==> src/rtl/keypad_scan_ctrl.sv <==
// 4x4 matrix keypad scanner with per-key debounce, one-entry key buffer and overrun flag.
// Define KEYPAD_COL_SYNC_EN to route cols through a 2-flop synchronizer (adds 2 cycles of latency).
module keypad_scan_ctrl #(
  parameter int SCAN_DIV   = 16,
  parameter int DEB_CYCLES = 64
) (
  input  logic       clk,
  input  logic       reset,
  input  logic [3:0] cols,
  output logic [3:0] rows,
  output logic [3:0] key,
  output logic       key_valid,
  input  logic       key_ready,
  output logic       key_held,
  output logic       overrun
);

  localparam int DW = $clog2(SCAN_DIV) + 1;
  localparam int BW = $clog2(DEB_CYCLES) + 1;
  localparam logic [DW-1:0] DWELL_LAST = DW'(SCAN_DIV - 1);
  localparam logic [BW-1:0] DEB_FULL   = BW'(DEB_CYCLES);

  localparam logic [1:0] ST_SCAN     = 2'd0;
  localparam logic [1:0] ST_DEBOUNCE = 2'd1;
  localparam logic [1:0] ST_HOLD     = 2'd2;
  localparam logic [1:0] ST_RELEASE  = 2'd3;

  logic [3:0]    cols_s;
  logic [1:0]    state_r, state_nxt_s;
  logic [1:0]    row_r, row_nxt_s;
  logic [1:0]    col_r, col_nxt_s;
  logic [DW-1:0] dwell_r, dwell_nxt_s;
  logic [BW-1:0] deb_r, deb_nxt_s, deb_sat_s;
  logic          col_low_s, idle_s, emit_s, load_s, drop_s, pop_s, valid_nxt_s;

  // Lowest-index active-low column; only called when at least one column is low.
  function automatic logic [1:0] lowest_low(input logic [3:0] v);
    logic [1:0] idx;
    if (!v[0]) begin
      idx = 2'd0;
    end else if (!v[1]) begin
      idx = 2'd1;
    end else if (!v[2]) begin
      idx = 2'd2;
    end else begin
      idx = 2'd3;
    end
    return idx;
  endfunction

`ifdef KEYPAD_COL_SYNC_EN
  logic [3:0] cols_meta_r, cols_sync_r;

  // Two-flop column synchronizer, idles at "no key".
  always_ff @(posedge clk or negedge reset) begin
    if (!reset) begin
      cols_meta_r <= 4'hF;
      cols_sync_r <= 4'hF;
    end else begin
      cols_meta_r <= cols;
      cols_sync_r <= cols_meta_r;
    end
  end

  assign cols_s = cols_sync_r;
`else
  assign cols_s = cols;
`endif

  assign col_low_s = ~cols_s[col_r];
  assign idle_s    = (cols_s == 4'b1111);
  assign deb_sat_s = (deb_r < DEB_FULL) ? (deb_r + BW'(1)) : deb_r;

  // Scan / debounce / hold / release next-state logic.
  always_comb begin
    state_nxt_s = state_r;
    row_nxt_s   = row_r;
    col_nxt_s   = col_r;
    dwell_nxt_s = dwell_r;
    deb_nxt_s   = deb_r;
    emit_s      = 1'b0;
    case (state_r)
      ST_SCAN: begin
        if (dwell_r >= DWELL_LAST) begin
          dwell_nxt_s = '0;
          if (idle_s) begin
            row_nxt_s = row_r + 2'd1;
          end else begin
            col_nxt_s   = lowest_low(cols_s);
            deb_nxt_s   = '0;
            state_nxt_s = ST_DEBOUNCE;
          end
        end else begin
          dwell_nxt_s = dwell_r + DW'(1);
        end
      end
      ST_DEBOUNCE: begin
        if (col_low_s) begin
          if (deb_sat_s == DEB_FULL) begin
            deb_nxt_s   = '0;
            emit_s      = 1'b1;
            state_nxt_s = ST_HOLD;
          end else begin
            deb_nxt_s = deb_sat_s;
          end
        end else begin
          // Bounce: retry the same row with a fresh dwell.
          deb_nxt_s   = '0;
          dwell_nxt_s = '0;
          state_nxt_s = ST_SCAN;
        end
      end
      ST_HOLD: begin
        if (!col_low_s) begin
          deb_nxt_s   = '0;
          state_nxt_s = ST_RELEASE;
        end else begin
          deb_nxt_s = '0;
        end
      end
      ST_RELEASE: begin
        if (idle_s) begin
          if (deb_sat_s == DEB_FULL) begin
            deb_nxt_s   = '0;
            dwell_nxt_s = '0;
            row_nxt_s   = row_r + 2'd1;
            state_nxt_s = ST_SCAN;
          end else begin
            deb_nxt_s = deb_sat_s;
          end
        end else begin
          deb_nxt_s   = '0;
          state_nxt_s = ST_HOLD;
        end
      end
      default: begin
        state_nxt_s = ST_SCAN;
        row_nxt_s   = 2'd0;
        dwell_nxt_s = '0;
        deb_nxt_s   = '0;
      end
    endcase
  end

  // One-entry key buffer: a pop in the same cycle frees room for the new code.
  always_comb begin
    pop_s  = key_valid & key_ready;
    load_s = emit_s & (~key_valid | key_ready);
    drop_s = emit_s & key_valid & ~key_ready;
    if (load_s) begin
      valid_nxt_s = 1'b1;
    end else if (pop_s) begin
      valid_nxt_s = 1'b0;
    end else begin
      valid_nxt_s = key_valid;
    end
  end

  // State, counters and registered outputs.
  always_ff @(posedge clk or negedge reset) begin
    if (!reset) begin
      state_r   <= ST_SCAN;
      row_r     <= 2'd0;
      col_r     <= 2'd0;
      dwell_r   <= '0;
      deb_r     <= '0;
      rows      <= 4'b1110;
      key       <= 4'h0;
      key_valid <= 1'b0;
      key_held  <= 1'b0;
      overrun   <= 1'b0;
    end else begin
      state_r   <= state_nxt_s;
      row_r     <= row_nxt_s;
      col_r     <= col_nxt_s;
      dwell_r   <= dwell_nxt_s;
      deb_r     <= deb_nxt_s;
      rows      <= ~(4'b0001 << row_nxt_s);
      key       <= load_s ? {row_r, col_r} : key;
      key_valid <= valid_nxt_s;
      key_held  <= (state_nxt_s == ST_HOLD);
      overrun   <= drop_s;
    end
  end

endmodule

==> config.mk <==
export PLATFORM = sky130hd
export DESIGN_NAME = keypad_scan_ctrl
export DESIGN_NICKNAME = d
export VERILOG_FILES = /design/src/rtl/keypad_scan_ctrl.sv
export SDC_FILE = /design/constraint.sdc
export NUM_CORES = 1
export LEC_CHECK = 0
export CORE_UTILIZATION = 50
export CTS_CLUSTER_SIZE = 28
export DETAILED_ROUTE_END_ITERATION = 12
export GPL_TIMING_DRIVEN = 0
export MAX_ROUTING_LAYER = met4
export PLACE_DENSITY = 0.83
export SLEW_MARGIN = 20
export SYNTH_ARGS = -nofsm -noshare
export SYNTH_HDL_FRONTEND = slang
export SYNTH_SLANG_ARGS = --single-unit
==> constraint.sdc <==
create_clock -name clk -period 2 [get_ports clk]
set_input_delay 0.2 -clock clk [delete_from_list [all_inputs] [get_ports clk]]
set_output_delay 0.2 -clock clk [all_outputs]
set_load 0.05 [all_outputs]
=== Word-level counts from Yosys, hierarchy flattened ===
Cells that the tools add are included.

* Add/sub/neg operators: 3
* Magnitude comparators: 3
* Equal/unequal tests: 11
* Shift-type cells: 1
* Muxes and demuxes: 35
* Bitwise operators: 9
* Reductions and logical operators: 6

{| class="wikitable"
|+ Operators with widths
! kind !! number
|-
| $mux W7 || 6
|-
| $pmux W7 S4 || 1
|-
| $mux W2 || 13
|-
| $mux W5 || 4
|-
| $pmux W5 S3 || 1
|-
| $ne A2 B2 Y1 const B || 5
|-
| $pmux W2 S4 || 1
|-
| $add A7 B1 Y7 const B || 1
|-
| $eq A7 B7 Y1 const B || 1
|-
| $lt A7 B7 Y1 const B || 1
|-
| $mux W1 || 7
|-
| $eq A2 B2 Y1 const B || 3
|-
| $add A5 B1 Y5 const B || 1
|-
| $ge A5 B4 Y1 const B || 1
|-
| $and A1 B1 Y1 || 4
|-
| $eq A4 B4 Y1 const B || 1
|-
| $not A4 Y4 || 1
|-
| $pmux W2 S2 || 1
|-
| $reduce_and A4 Y1 || 1
|-
| $shl A1 B2 Y4 const A || 1
|-
| $lt A2 B3 Y1 const B || 1
|-
| $not A1 Y1 || 3
|-
| $reduce_and A3 Y1 || 1
|-
| $reduce_bool A3 Y1 || 1
|-
| other kinds (7) || 7
|}

* Flip-flop bits (word level): 29
* Input port bits: 7
* Word-level logic and storage cells: 78

=== Longest topological paths before layout ===
* Depth in word-level cells: 8
* Depth in mapped cells: 8

=== Worst setup path after synthesis ===
OpenSTA, ideal clock, no wires.

* Path kind: reg2reg
* Start point: register deb_r[0]
* End point: register key[0]
* Arrival: 2025 ps
* Path slack: -152 ps
* Cell stages (with the launch flop): 8
* Path buffers: 0
* Clock period less this slack: 2152 ps
* Cell sequence: dfrtp_1 -> ha_1 -> nand3_1 -> o31ai_2 -> o2111ai_4 -> nand2b_4 -> nor2b_4 -> mux2_1

* Longest elaborated chain between the ends: 7

{| class="wikitable"
|+ Ends and longest elaborated chain
! item !! line !! source
|-
| start: declaration || 33 || <nowiki>logic [BW-1:0] deb_r, deb_nxt_s, deb_sat_s;</nowiki>
|-
| start signal: assignment || 177 || <nowiki>deb_r <= deb_nxt_s;</nowiki>
|-
| $add A7 B1 Y7 or $lt A7 B7 Y1 (tied branches) || 72 || <nowiki>assign deb_sat_s = (deb_r < DEB_FULL) ? (deb_r + BW'(1)) : deb_r;</nowiki>
|-
| $mux W7 (*) || 72 ||
|-
| $eq A7 B7 Y1 (*) || 99 || <nowiki>if (deb_sat_s == DEB_FULL) begin</nowiki>
|-
| $mux W1 (*) || 99 ||
|-
| $mux W1 (*) || 98 || <nowiki>if (col_low_s) begin</nowiki>
|-
| $mux W1 (*) || 82 || <nowiki>case (state_r)</nowiki>
|-
| $and A1 B1 Y1 (*) || 148 || <nowiki>load_s = emit_s & (~key_valid | key_ready);</nowiki>
|-
| end signal: assignment || 179 || <nowiki>key <= load_s ? {row_r, col_r} : key;</nowiki>
|-
| end: declaration || 11 || <nowiki>output logic [3:0] key,</nowiki>
|}

Mark *: on every way between the ends. The rest lies on a longest branch, timed or not.
A chain may end at the register's enable or synchronous reset.

=== Final worst setup path ===
* Start point: register deb_r[0]
* End point: register key_held

* Longest elaborated chain between the ends: 7

{| class="wikitable"
|+ Ends and longest elaborated chain
! item !! line !! source
|-
| $add A7 B1 Y7 or $lt A7 B7 Y1 (tied branches) || 72 ||
|-
| $mux W7 (*) || 72 ||
|-
| $eq A7 B7 Y1 (*) || 99, 123 ||
|-
| $mux W2 (on tied branches) || 123, 99 ||
|-
| $mux W2 (on tied branches) || 122, 98 ||
|-
| $pmux W2 S4 (*) || 82 ||
|-
| named net state_nxt_s[1] || 29 || <nowiki>logic [1:0] state_r, state_nxt_s;</nowiki>
|-
| $eq A2 B2 Y1 (*) || 181 || <nowiki>key_held <= (state_nxt_s == ST_HOLD);</nowiki>
|-
| end signal: assignment || 181 ||
|-
| end: declaration || 14 || <nowiki>output logic key_held,</nowiki>
|}

The timed path passes the listed nets; every way through them passes the cells marked *.

==> implementation parameters <==
Parameter                              Value

Critical path
  Nature of the critical path endpoint ... register
  Endpoint required time on the critical path ... around 2200 ps
  Data arrival time of the worst path ... 2440 ps
  FF-to-FF path depth ... 8
  Startpoint of the lowest-slack register-to-register path ... deb_r[0]
  Category of the critical setup timing path ... register to register
  Worst reg2reg setup slack ... -210 ps
  Startpoint type of the worst setup path ... register
  End of the worst register-to-register path ... key_held
  Largest fanout on the critical path ... 5

Floorplan
  Die boundary height ... ~60 um
  Starting utilization of the core area ... 54.2%
  Full die area ... about 3700 um^2
  Area of the core region ... 3150 um^2
  I/O pin cnt ... 18
  Cell row count ... 20
  Die outline width ... about 60 um

Routing
  Drt pass-1 iters ... 4
  Post-DRT Antenna Nets ... 0
  Average routed wire per standard cell ... roughly 17 um
  Via total after detailed routing ... about 1.5k
  Via-per-instance ratio ... slightly below 6
  DRC violations left ... 0
  Routed Wire Length ... 4410 um
  DRT iter0 DRCs ... 92

Synthesis
  Mux cell area share after synthesis ... 6.52%
  Post-Syn Instances ... about 170
  Post-synth net total ... ~180
  Async set-reset flop share out of synthesis ... 100%
  Largest family of logic cells by synthesized area ... simple AND/OR/NAND/NOR gates
  Fraction of post-synthesis cell area in the top cell type by area ... between 30% and 40%
  Total standard cell area after synthesis ... about 1700 um^2
  Post-Synth Simple-Gate Area ... 21.6%
  Top flip-flop cell by instance count after synthesis ... sky130_fd_sc_hd__dfrtp_1
  Cell variety after synth ... between 40 and 50
  Post-synthesis sequential area ratio ... between 40 and 50%
  Synth Warn # ... 0
  Register bit total from synthesis ... 29
  Synth area leaders ... sky130_fd_sc_hd__dfrtp_1 (38%), sky130_fd_sc_hd__ha_1 (5.9%), sky130_fd_sc_hd__o21ai_0 (4.7%)
  Mean Syn Cell Area ... just over 10 um^2
  Complex-gate fraction of the synthesized area ... between 10% and 20%
  Post-synthesis share of cell area spent on full adders, half adders and majority gates ... 5.86%
  Post-synthesis xor/xnor area fraction ... roughly 1%
  Post-synth top area cell ... sky130_fd_sc_hd__dfrtp_1
  Count of flip-flops with a built-in enable after synthesis ... 0

STA
  Shortest clock period the worst path allows after layout ... around 2200 ps
  Relative slew slack ... between 50% and 60%
  Ratio of final minimum period to clock period ... 110%
  Final worst setup slack ... -206 ps
  Final max-slew violation count ... 0
  Worst setup skew after layout ... ~5.4 ps
  Final setup violation count ... 13
  Fmax ... 453 MHz
  Hold Vio Cnt, Final ... 0
  Total negative slack for setup checks ... -1510 ps
  Setup repair after global routing missed its margin ... yes
  Transition at the pin with the smallest max-transition slack ... ~630 ps

GRT
  Overflow left after global routing ... 0
  Number of global-route vias before repair ... approximately 1.5k
  First-pass GRT wire length ... around 6600 um
  Largest net degree at the start of global routing ... 30
  Initial antenna violation count ... 0
  Global-route usage over all layers ... 25.9%

Power and ir drop
  Peak ir drop on the vdd network ... between 0.0004 and 0.0005 V
  PnR Total Power ... between 2000 and 2500 uW
  Net Sw Power ... a little over 800 uW
  Fraction of power consumed by combinational cells ... between 40% and 50%
  Power Internal ... ~1400 uW
  Share of power burned in the clock network ... 22.3%
  Switching fraction of total power ... between 30% and 40%
  Static power due to leakage ... between 0.001 and 0.0015 uW
  Power Density ... roughly 930 nW/um^2
  Proportion of power drawn by flip-flops and latches ... between 30 and 40%

Layout
  Layout Nets ... 230
  Share of final-layout standard cells stronger than drive strength 1 ... between 30% and 40%
  Commonest cells after routing, fill and taps aside ... sky130_fd_sc_hd__dfrtp_1 (23), sky130_fd_sc_hd__clkdlybuf4s50_1 (16), sky130_fd_sc_hd__buf_4 (15), sky130_fd_sc_hd__nand2_1 (12), sky130_fd_sc_hd__nor2_1 (10)
  Antenna diode instance count ... 0
  P&R area growth vs syn ... 41.1%
  Final cell area excluding filler cells ... 2410 um^2
  Most common cell after layout, fill and taps aside ... sky130_fd_sc_hd__dfrtp_1

Clocking
  CTS buffer count ... 5
  Insertion delay to the later sink of the worst-skew pair ... approximately 340 ps
  Total number of clock tree sinks ... 29
  Clock tree root driver cell ... sky130_fd_sc_hd__clkbuf_4
  # H-tree levels ... 2
  Maximum root-to-sink buffer count ... 2
  Clock tree from TritonCTS ... yes
  Clock-pin slew on the worst setup and hold paths ... about 90 ps

Hold path
  Path class of the lowest-slack min-delay path ... primary input to asynchronous set/reset pin

Placement
  Estimated wirelength of the detail-placed design ... around 2700 um
  Weighted congestion at the end of routability-driven global placement ... approximately 0.89
  Setup slack at placement ... -425 ps
  Dpl cell area ... 2000 um^2
  Total of buffers placed on input and output ports ... 17

Run status
  Run status ... complete, but fails checks
  Violations in the final reports ... negative setup slack

Job
  Number of violations of the max-capacitance limit ... 0
## flip-flops by register name, indices dropped and copies added (netlist names)
register / cells
col_r: 2
deb_r: 7
dwell_r: 5
key: 4
key_held: 1
key_valid: 1
overrun: 1
row_r: 2
rows: 4
state_r: 2
## through the flow
step	instances	utilization, %	hold WS, ps
finish	260	76.5	410
global route	260	76.5	459
CTS	253	72.1	436
detailed placement	229	63.3	258
global placement	229	63.5	476
floorplan	168	-	-95.6
## power groups by stage
stage / registers, uW / logic, uW / clock network (uW)
floorplan: 860 / 439 / 0
global placement: 800 / 649 / 0
detailed placement: 811 / 678 / 0
CTS: 796 / 797 / 509
global route: 818 / 1010 / 539
finish: 807 / 944 / 504
## cell families (layout without fill, tap and decap cells)
family,after synthesis,in the layout
AO/OA/AOI/OAI,44,44
XOR/XNOR,2,2
adder cells (fa/ha/maj),8,8
buffers and inverters,12,60
flip-flops,29,29
multiplexers,9,9
AND/OR/NAND/NOR,64,64
## worst max-delay path by stage
stage | from | to | cells past startpoint
after floorplan | deb_r[2] | key[0] | 7
after global placement | cols[0] | rows[0] | 8
after detailed placement | cols[0] | rows[0] | 8
after CTS | deb_r[1] | key[3] | 7
after global routing | deb_r[0] | key[3] | 7
final | deb_r[0] | key_held | 8
## layout make-up
cell class | instances | area, um^2
fillers | 213 | 741
multi-input cells | 127 | 1100
clock buffers | 7 | 55.1
well taps | 44 | 55.1
flip-flops and latches | 29 | 733
plain buffers | 4 | 31.3
repair buffers | 40 | 375
clock inverters | 1 | 30.0
inverters | 8 | 30.0
## synth_stat cells, drive strengths merged, types with 3 or more instances
| cell type | instances |
|---|---|
| a21o | 3 |
| a21oi | 8 |
| dfrtp | 26 |
| dfstp | 3 |
| ha | 8 |
| inv | 8 |
| mux2 | 7 |
| nand2 | 12 |
| nand2b | 9 |
| nand3 | 7 |
| nand4 | 3 |
| nor2 | 11 |
| nor2b | 3 |
| nor4 | 3 |
| o21a | 4 |
| o21ai | 16 |
## routing by layer
| layer | track usage [%] | up-vias | part of all wire (%) |
|---|---|---|---|
| li1 | - | 705 | - |
| met1 | 29.5 | 735 | 41 |
| met2 | 43.6 | 53 | 51 |
| met3 | 7.25 | 13 | 5.1 |
| met4 | 8.77 | 0 | 2.5 |
| met5 | - | - | 0 |
## repair_timing
| item | CTS | global route |
|---|---|---|
| buffers inserted | 16 | 7 |
| hold buffers | 1 | 0 |
| endpoints found under the hold margin | 26 | 0 |
| pin swaps | 10 | 10 |
| endpoints found under the setup margin | 24 | 26 |
| gates resized for setup | 22 | 21 |
## worst max-delay path, stage by stage (launching register included)
cell and delay [ps]:
sky130_fd_sc_hd__dfrtp_2 450, sky130_fd_sc_hd__ha_4 190, sky130_fd_sc_hd__xor2_2 190, sky130_fd_sc_hd__o41ai_4 300, sky130_fd_sc_hd__o2111ai_4 230, sky130_fd_sc_hd__buf_4 190
sky130_fd_sc_hd__a2111oi_4 350, sky130_fd_sc_hd__a221oi_2 80, sky130_fd_sc_hd__o21a_1 120
No activity file was read; power rests on OpenSTA's default activity.
==> edit (same flow settings) <==
Register the input `key_ready` before use, without a reset. The logic sees it one clock later. The other inputs are not delayed to match.
--- a/src/rtl/keypad_scan_ctrl.sv
+++ b/src/rtl/keypad_scan_ctrl.sv
@@ -24,6 +24,12 @@
   localparam logic [1:0] ST_DEBOUNCE = 2'd1;
   localparam logic [1:0] ST_HOLD     = 2'd2;
   localparam logic [1:0] ST_RELEASE  = 2'd3;
+
+  logic key_ready_q;
+
+  always_ff @(posedge clk) begin
+    key_ready_q <= key_ready;
+  end
 
   logic [3:0]    cols_s;
   logic [1:0]    state_r, state_nxt_s;
@@ -144,9 +150,9 @@
 
   // One-entry key buffer: a pop in the same cycle frees room for the new code.
   always_comb begin
-    pop_s  = key_valid & key_ready;
-    load_s = emit_s & (~key_valid | key_ready);
-    drop_s = emit_s & key_valid & ~key_ready;
+    pop_s  = key_valid & key_ready_q;
+    load_s = emit_s & (~key_valid | key_ready_q);
+    drop_s = emit_s & key_valid & ~key_ready_q;
     if (load_s) begin
       valid_nxt_s = 1'b1;
     end else if (pop_s) begin
Check against the original RTL: no difference found for any inputs over 10 cycles, from zero or initial values and one cycle with reset low; that may be too few to reach the edited logic, so the function may still have changed.
==> edit against the unedited design <==
  * The run still ends with negative setup slack left
  * Non-clock buffer count fell by 7
  * Synthesized area fell by 2.7%
  * First-iteration DRC count rose by 36%
  * Wire length fell by 13%
  * Worst setup slack improved by 0.039 ns
  * Sequential cell count rose by 1
  * Clock skew rose by 0.0083 ns
  * Final area fell by 8.8%
  * Sequential power fell by 0.6%
  * Clock power fell by 25%
  * Power rose by 2.1%
  * Utilization fell by 5.6 points
  * Critical path type unchanged
  * Critical endpoint is now rows[0]
==> edit: results (changes against the unedited design) <==
- Final number of setup-violating endpoints: 9 (was 13)
- Share of post-route cells with drive strength above 1: 27.1% (was 35.2%)
- Hold slack: 0.300 ns (was 0.410 ns)
- Worst Max-Slew Pin Slew: 0.646 ns (was 0.631 ns)
- Drt wl/cell: 15.1 um (was 17.0 um)
- Flip-flop and latch count: 30 (was 29)
- Multi-input gates: 126 (was 127)
- Area of the multi-input gates: 991 um2 (was 1100 um2)
- Post-synth net total: 182 (was 183)
- Failing checks: negative setup slack (unchanged)
- Worst hold path class: input port to flip-flop (was input port to async pin)
- Routed length on met2: 1.97 mm (was 2.26 mm)
- Global-route wire length before repair: 6.31 mm (was 6.64 mm)
- Slowest CP cell: dfrtp_1 (was dfrtp_2)
- Filler cell count: 254 (was 213)
- Pre-Repair DR Iteration Count: 5 (was 4)
- Met3 wire length: 143 um (was 225 um)
- Signal buf overhead: 13.9% (was 16.9%)
- Post-place setup slack: -0.376 ns (was -0.425 ns)
- Mapped Area: 1660 um2 (was 1710 um2)
- M1 GR Usage: 28.4% (was 29.5%)
- GPL Wtd Cong: 0.917 (was 0.888)
- Final cell count without fillers: 254 (was 260)
- Leakage: 0.927 nW (was 1.04 nW)
- Int Power: 1.39 mW (was 1.44 mW)
- Clk tree area frac: 2.73% (was 3.53%)
- Synth top cells by count: dfrtp_1, nand2_1, o21ai_0 (was dfrtp_1, o21ai_0, nand2_1)
- Vias/cell: 5.76 (was 5.79)
- Top post-synthesis cells by area: dfrtp_1, ha_1, dfstp_2 (was dfrtp_1, ha_1, o21ai_0)
- Clock power share: 16.4% (was 22.3%)
- Logic pwr share: 48.7% (was 41.9%)
- Clock skew: 0.0137 ns (was 0.00540 ns)
- Fraction of synthesized cell area in xor and xnor cells: 0.527% (was 1.02%)
- Synth Area in Compound Gates: 19.3% (about the same)
- R2r startpoint: deb_r[2] (was deb_r[0])
- Area after DPL: 1910 um2 (was 2000 um2)
- Cells on worst reg2reg path: 6 (was 8)
- Status: finished with violations (unchanged)
- CP arrival: 2.39 ns (was 2.44 ns)
- Reg2reg end: rows[0] (was key_held)
- Seq/total area: 34.2% (was 30.4%)
- Initial DRC count: 125 (was 92)
- Met2 Use GR: 40.5% (was 43.6%)
- Synth Area in Adders: 5.27% (was 5.86%)
- Non-Clock Inverter Count: 9 (was 8)
- Post-cts gate resize count: 11 (was 22)
- Sequential Area: 753 um2 (was 733 um2)
- Met3 global-route usage: 7.14% (was 7.25%)
- Maximum VDD drop: 0.000557 V (was 0.000482 V)
- Final WS setup: -0.167 ns (was -0.206 ns)
- Vias in the first global route: 1421 (was 1471)
edit: cell types whose count changed in the layout (fill, tap and decap cells not counted), sizes merged, moves of 2 or more:
| cell | delta |
|---|---|
| nand2 | +7 |
| a32o | +2 |
| a31oi | -2 |
| nand2b | -4 |
| a221oi | +2 |
| nor4 | -2 |
| xor2 | -2 |
| o21a | -3 |
| a21o | -2 |
| a21oi | -2 |
| mux2 | -3 |
| o211ai | +4 |
| o21ai | -2 |
| buf | -7 |
edit: critical path: cells and delay by family (launching register included):
kind	cells	cell delay, ns
AOI/OAI and AO/OA	3	0.78
and+or+nand+nor	3	0.84
DFF	1	0.44
edit: cells by family after synthesis:
| family | after synthesis |
|---|---|
| simple gates | 67 |
| buf+inv | 12 |
| xor+xnor | 1 |
| flops | 30 |
| compound gates | 45 |
| mux | 6 |
| fa+ha+maj | 7 |
edit: worst min-delay path by stage:
stage | to
floorplan | col_r[0]
global placement | key[1]
detailed placement | key_held
finish | key_ready_q
global route | key_ready_q
CTS | key_ready_q
